[src/rtl/operand_fetch_pkg.sv]
// Shared definitions for the operand fetch stage:
// opcodes, instruction field positions, FSM states and the output bundle.
package operand_fetch_pkg;

  localparam int XLEN  = 32;
  localparam int OPC_W = 6;
  localparam int RA_W  = 5;

  localparam logic [OPC_W-1:0] OP_ADD       = 6'd0;
  localparam logic [OPC_W-1:0] OP_SUB       = 6'd1;
  localparam logic [OPC_W-1:0] OP_MUL       = 6'd2;
  localparam logic [OPC_W-1:0] OP_NOT       = 6'd3;
  localparam logic [OPC_W-1:0] OP_MAX_LEGAL = 6'd3;

  localparam int OPC_HI = 31;
  localparam int OPC_LO = 26;
  localparam int RD_HI  = 25;
  localparam int RD_LO  = 21;
  localparam int RS1_HI = 20;
  localparam int RS1_LO = 16;
  localparam int RS2_HI = 15;
  localparam int RS2_LO = 11;

  typedef enum logic [1:0] {
    S_IDLE  = 2'd0,
    S_HOLD  = 2'd1,
    S_STALL = 2'd2
  } of_state_t;

  typedef struct packed {
    logic [XLEN-1:0]  a;
    logic [XLEN-1:0]  b;
    logic [OPC_W-1:0] opcode;
    logic [RA_W-1:0]  rd;
    logic             illegal;
  } op_bundle_t;

  function automatic logic is_illegal(logic [OPC_W-1:0] op);
    return op > OP_MAX_LEGAL;
  endfunction

endpackage

[src/rtl/operand_fetch_regfile.sv]
// 32x32 register file: two read ports, one write port,
// r0 hardwired to zero, same-cycle write-to-read bypass.
module regfile_32x32
  import operand_fetch_pkg::*;
(
  input  logic            clk,
  input  logic            rst,
  input  logic            we,
  input  logic [RA_W-1:0] waddr,
  input  logic [XLEN-1:0] wdata,
  input  logic [RA_W-1:0] ra1,
  input  logic [RA_W-1:0] ra2,
  output logic [XLEN-1:0] rd1,
  output logic [XLEN-1:0] rd2
);

  logic [XLEN-1:0] mem [32];

  always_ff @(posedge clk) begin
    if (rst) begin
      for (int i = 0; i < 32; i++)
        mem[i] <= '0;
    end else if (we && waddr != '0) begin
      mem[waddr] <= wdata;
    end
  end

  always_comb begin
    rd1 = mem[ra1];
    rd2 = mem[ra2];
    if (we && waddr == ra1) rd1 = wdata;
    if (we && waddr == ra2) rd2 = wdata;
    if (ra1 == '0) rd1 = '0;
    if (ra2 == '0) rd2 = '0;
  end

endmodule

[src/rtl/operand_fetch.sv]
// Operand fetch: decodes sources, tracks pending writes,
// stalls on RAW hazards and registers the ALU operand bundle.
module operand_fetch
  import operand_fetch_pkg::*;
(
  input  logic             clk,
  input  logic             rst,
  input  logic [XLEN-1:0]  instr,
  input  logic             instr_valid,
  output logic             instr_ready,
  input  logic             wb_en,
  input  logic [RA_W-1:0]  wb_addr,
  input  logic [XLEN-1:0]  wb_data,
  output logic [XLEN-1:0]  Rs1,
  output logic [XLEN-1:0]  Rs2,
  output logic [OPC_W-1:0] opcode,
  output logic [RA_W-1:0]  rd,
  output logic             op_valid,
  input  logic             op_ready,
  output logic             illegal
);

  logic [OPC_W-1:0] f_opc;
  logic [RA_W-1:0]  f_rd;
  logic [RA_W-1:0]  f_rs1;
  logic [RA_W-1:0]  f_rs2;
  logic             unused_bits;

  assign f_opc       = instr[OPC_HI:OPC_LO];
  assign f_rd        = instr[RD_HI:RD_LO];
  assign f_rs1       = instr[RS1_HI:RS1_LO];
  assign f_rs2       = instr[RS2_HI:RS2_LO];
  assign unused_bits = ^instr[RS2_LO-1:0];

  logic [XLEN-1:0] rdata1;
  logic [XLEN-1:0] rdata2;

  regfile_32x32 u_rf (
    .clk   (clk),
    .rst   (rst),
    .we    (wb_en),
    .waddr (wb_addr),
    .wdata (wb_data),
    .ra1   (f_rs1),
    .ra2   (f_rs2),
    .rd1   (rdata1),
    .rd2   (rdata2)
  );

  of_state_t  state;
  of_state_t  state_n;
  logic [31:0] pending;
  logic [31:0] pending_n;
  op_bundle_t q;
  op_bundle_t d;

  logic busy1;
  logic busy2;
  logic stall;
  logic accept;
  logic keep;
  logic go_hold;
  logic go_stall;

  // A pending source being written back this cycle is bypassed, not stalled.
  assign busy1 = pending[f_rs1] && !(wb_en && wb_addr == f_rs1);
  assign busy2 = pending[f_rs2] && !(wb_en && wb_addr == f_rs2);
  assign stall = instr_valid && (busy1 || busy2);

  assign op_valid    = (state == S_HOLD);
  assign instr_ready = !rst && (!op_valid || op_ready) && !stall;
  assign accept      = instr_valid && instr_ready;
  assign keep        = op_valid && !op_ready;
  assign go_hold     = accept || keep;
  assign go_stall    = !go_hold && stall;

  always_comb begin
    state_n = S_IDLE;
    unique case (1'b1)
      go_hold:  state_n = S_HOLD;
      go_stall: state_n = S_STALL;
      default:  state_n = S_IDLE;
    endcase
  end

  always_ff @(posedge clk) begin
    if (rst) state <= S_IDLE;
    else     state <= state_n;
  end

  // Set after clear so a new writer wins over a retiring one.
  always_comb begin
    pending_n = pending;
    if (wb_en)
      pending_n[wb_addr] = 1'b0;
    if (accept && f_rd != '0)
      pending_n[f_rd] = 1'b1;
    pending_n[0] = 1'b0;
  end

  always_ff @(posedge clk) begin
    if (rst) pending <= '0;
    else     pending <= pending_n;
  end

  always_comb begin
    d.a       = rdata1;
    d.b       = rdata2;
    d.opcode  = f_opc;
    d.rd      = f_rd;
    d.illegal = is_illegal(f_opc);
  end

  always_ff @(posedge clk) begin
    if (rst)         q <= '0;
    else if (accept) q <= d;
  end

  assign Rs1     = q.a;
  assign Rs2     = q.b;
  assign opcode  = q.opcode;
  assign rd      = q.rd;
  assign illegal = q.illegal;

endmodule

[config.mk]
export PLATFORM = sky130hd
export DESIGN_NAME = operand_fetch
export DESIGN_NICKNAME = d
export VERILOG_FILES = /design/src/rtl/operand_fetch_pkg.sv /design/src/rtl/operand_fetch_regfile.sv /design/src/rtl/operand_fetch.sv
export SDC_FILE = /design/constraint.sdc
export NUM_CORES = 2
export LEC_CHECK = 0
export CORE_MARGIN = 2
export CORE_UTILIZATION = 40
export CTS_CLUSTER_DIAMETER = 50
export DETAILED_ROUTE_END_ITERATION = 12
export PLACE_DENSITY = 0.58
export SLEW_MARGIN = 20
export SYNTH_ARGS = -nofsm -noshare
export SYNTH_HDL_FRONTEND = slang
export SYNTH_SLANG_ARGS = --single-unit
[constraint.sdc]
create_clock -name clk -period 4.5 [get_ports clk]
set_clock_uncertainty 0.15 [all_clocks]
set_input_delay 0.9 -clock clk [delete_from_list [all_inputs] [get_ports clk]]
set_output_delay 0.9 -clock clk [all_outputs]
set_load 0.02 [all_outputs]
==> results.json <==
{
  "arrival_ns": 3.03,
  "io_buffers": 140,
  "crit_type": "in -> out",
  "ys.warnings.count": 0,
  "r2r_cells": 6,
  "final_util": 0.469,
  "antenna_found_initial": 15,
  "cp.required_ns": 3.45,
  "fmax_mhz": 245,
  "synth.yosys.seq_area_share": 0.558,
  "drive_gt1_frac": 0.246,
  "p_per_area_nw_per_um2": 397,
  "met3WireLength_mm": 22.2,
  "timing.slew.headroom": 0.220,
  "wl_per_cell_um": 33.2,
  "final_cell_mix": "1024 x edfxtp_1, 900 x and2_1, 499 x mux4_2",
  "slew_violations": 0,
  "netlist_instances": 4152,
  "grt_start_max_net_pins": 112,
  "worstPathMaxFanout": 8,
  "area_delta_synth_final_pct": 16.1,
  "vias_per_cell": 6.23,
  "hpwl_mm": 128,
  "layout_setup_ws_ns": 0.422,
  "period_needed_ns": 4.08,
  "holdBufCountCts": 0,
  "synthDistinctLibCells": 56,
  "clock-sinks": 1133,
  "start_util": 0.404,
  "die_area_um2": 151000,
  "h-tree-depth": 4,
  "hold_class": "reg -> reg",
  "rows": 140,
  "ioPinCount": 152,
  "final_antenna_net_count": 0,
  "dp_slack_ns": 0.0414,
  "rsz0062_at_grt": "false",
  "setup_viol": 0,
  "dr_total_vias": 39200,
  "cts_buffers": 141,
  "hold_viol": 0,
  "hold_depth": 2,
  "clock_path_buffers": 3,
  "period_share": 0.906,
  "met2WireLength_mm": 98.3,
  "die_w_um": 388,
  "status": "complete, no violations",
  "grt_pass1_wl_mm": 295,
  "maxCapViolCount": 0,
  "ys_ff_latch": 1133,
  "place.gp.congestion": 0.877,
  "cts_tree": "yes",
  "r2r_start": "pending[3]",
  "worstMarginPinSlew_ns": 1.17,
  "synth_edf_count": 1024,
  "cts_setup_buffers": 0,
  "ys.flop_type": "edfxtp_1",
  "die_y_um": 388,
  "peakVddDrop_v": 0.000341,
  "async_flop_share": 0,
  "clock_latency_ns": 0.77,
  "netlist_area_um2": 59000,
  "wl_met1_mm": 79.7,
  "nNetsFinal": 4337,
  "leakage_uw": 0.0233,
  "final_common_cell": "edfxtp_1",
  "critical_path.endpoint_type": "output port",
  "routed_wl_mm": 209,
  "clk_pin_slew_ns": 0.05,
  "drtIter0Drc": 5462,
  "top_layer_used": "met4",
  "grt_usage": 0.275,
  "core_um2": 146000,
  "grt_overflow": 0,
  "grt_pass1_vias": 39200,
  "drt_pass1_iterations": 5,
  "syn_area_per_cell_um2": 14.2,
  "critPathLaunchType": "primary input",
  "hp-start": "opcode[2]",
  "drcViolationCount": 0,
  "crit_start": "instr[13]",
  "cts_root_buffer": "clkbuf_16"
}
## routing by layer
layer  vias to the layer above  global-route usage
met3                       457              0.0661
met1                     20300               0.362
met4                         0               0.112
met2                      2288               0.437
met5                         -                   0
li1                      16200                   -
## Yosys cell counts, types with 3 or more instances
master	number	area (um^2)
edfxtp_1	1024	30700
and2_1	901	5640
mux4_2	499	11200
clkbuf_1	355	1330
nor3_1	132	661
a22oi_1	123	923
nor2_1	110	413
dfxtp_1	109	2180
mux2i_1	107	1070
a21oi_1	95	475
o21ai_0	73	365
buf_2	71	355
nand2_1	57	214
nor2b_1	56	350
nand3_1	45	225
o22ai_1	39	244
a211oi_1	35	263
a221oi_1	34	298
or2_2	31	194
o31ai_1	30	225
inv_1	29	109
a22o_1	22	193
buf_1	22	82.6
o32ai_1	21	184
and3_1	12	75.1
buf_4	12	90.1
nand2b_1	12	75.1
nand3b_1	12	90.1
a311oi_1	11	96.3
a32oi_1	11	96.3
a31oi_1	9	56.3
xor2_1	9	78.8
nor3b_1	4	30.0
nor4_1	4	25.0
or3_1	4	25.0
or3b_2	4	35.0
a41oi_1	3	26.3
o2111ai_1	3	26.3
## critical path: stages
cell and delay (ns):
clkdlybuf4s50_1 0.66, buf_4 0.23, mux4_2 0.31, mux2i_1 0.14
nor2_1 0.10, o2111ai_4 0.21, nand2_1 0.07, a21boi_0 0.15
dlymetal6s2s_1 0.25
## what timing repair did
item | CTS | global route
gates resized for setup | 0 | 2
setup endpoints to repair | 0 | 1
endpoints found under the hold margin | 0 | 0
## state kept, by name, summed over array words and instances (netlist names)
| signal | flops |
|---|---|
| Rs1 | 32 |
| opcode | 6 |
| u_rf.mem | 1024 |
| illegal | 1 |
| pending | 31 |
| rd | 5 |
| state | 2 |
| Rs2 | 32 |
## stage by stage
stage | instance area, um^2 | instances | hold slack [ns] | power, uW | TNS [ns]
floorplan | 59100 | 4183 | 0.293 | 14300 | 0
global placement | 63800 | 6036 | 0.310 | 15600 | -0.0255
detailed placement | 63800 | 6037 | 0.318 | 15700 | 0
CTS | 68500 | 6294 | 0.326 | 27200 | 0
global route | 68500 | 6297 | 0.344 | 27800 | 0
finish | 68500 | 6298 | 0.325 | 27200 | 0
## final cells by class
type / count / area (um^2)
diodes: 4 / 10.0
clock buffers: 178 / 3930
clock inverters: 79 / 805
fillers: 12700 / 77600
inverters: 29 / 109
multi-input cells: 2561 / 24500
flip-flops and latches: 1133 / 32900
well taps: 1917 / 2400
repair buffers: 397 / 3760
## report_power, final
part | switching [uW] | internal [uW] | total (uW)
Clock | 4730 | 6920 | 11600
Combinational | 1890 | 1310 | 3210
Sequential | 294 | 12000 | 12300
## final timing paths
kind	end	slack [ns]
worst max-delay path	instr_ready	0.42
worst min register to register	opcode[2]	0.33
worst min-delay path	opcode[2]	0.33
worst max register to register	Rs2[21]	1.07
## cells by family after synthesis
| group | synth area share |
|---|---|
| AND/OR/NAND/NOR | 0.137 |
| flip-flops | 0.558 |
| multiplexers | 0.209 |
| AO/OA/AOI/OAI | 0.0614 |
| buffers and inverters | 0.0334 |
| XOR/XNOR | 0.00148 |
| other | 0.0000635 |
(Power assumes the default switching activity.)
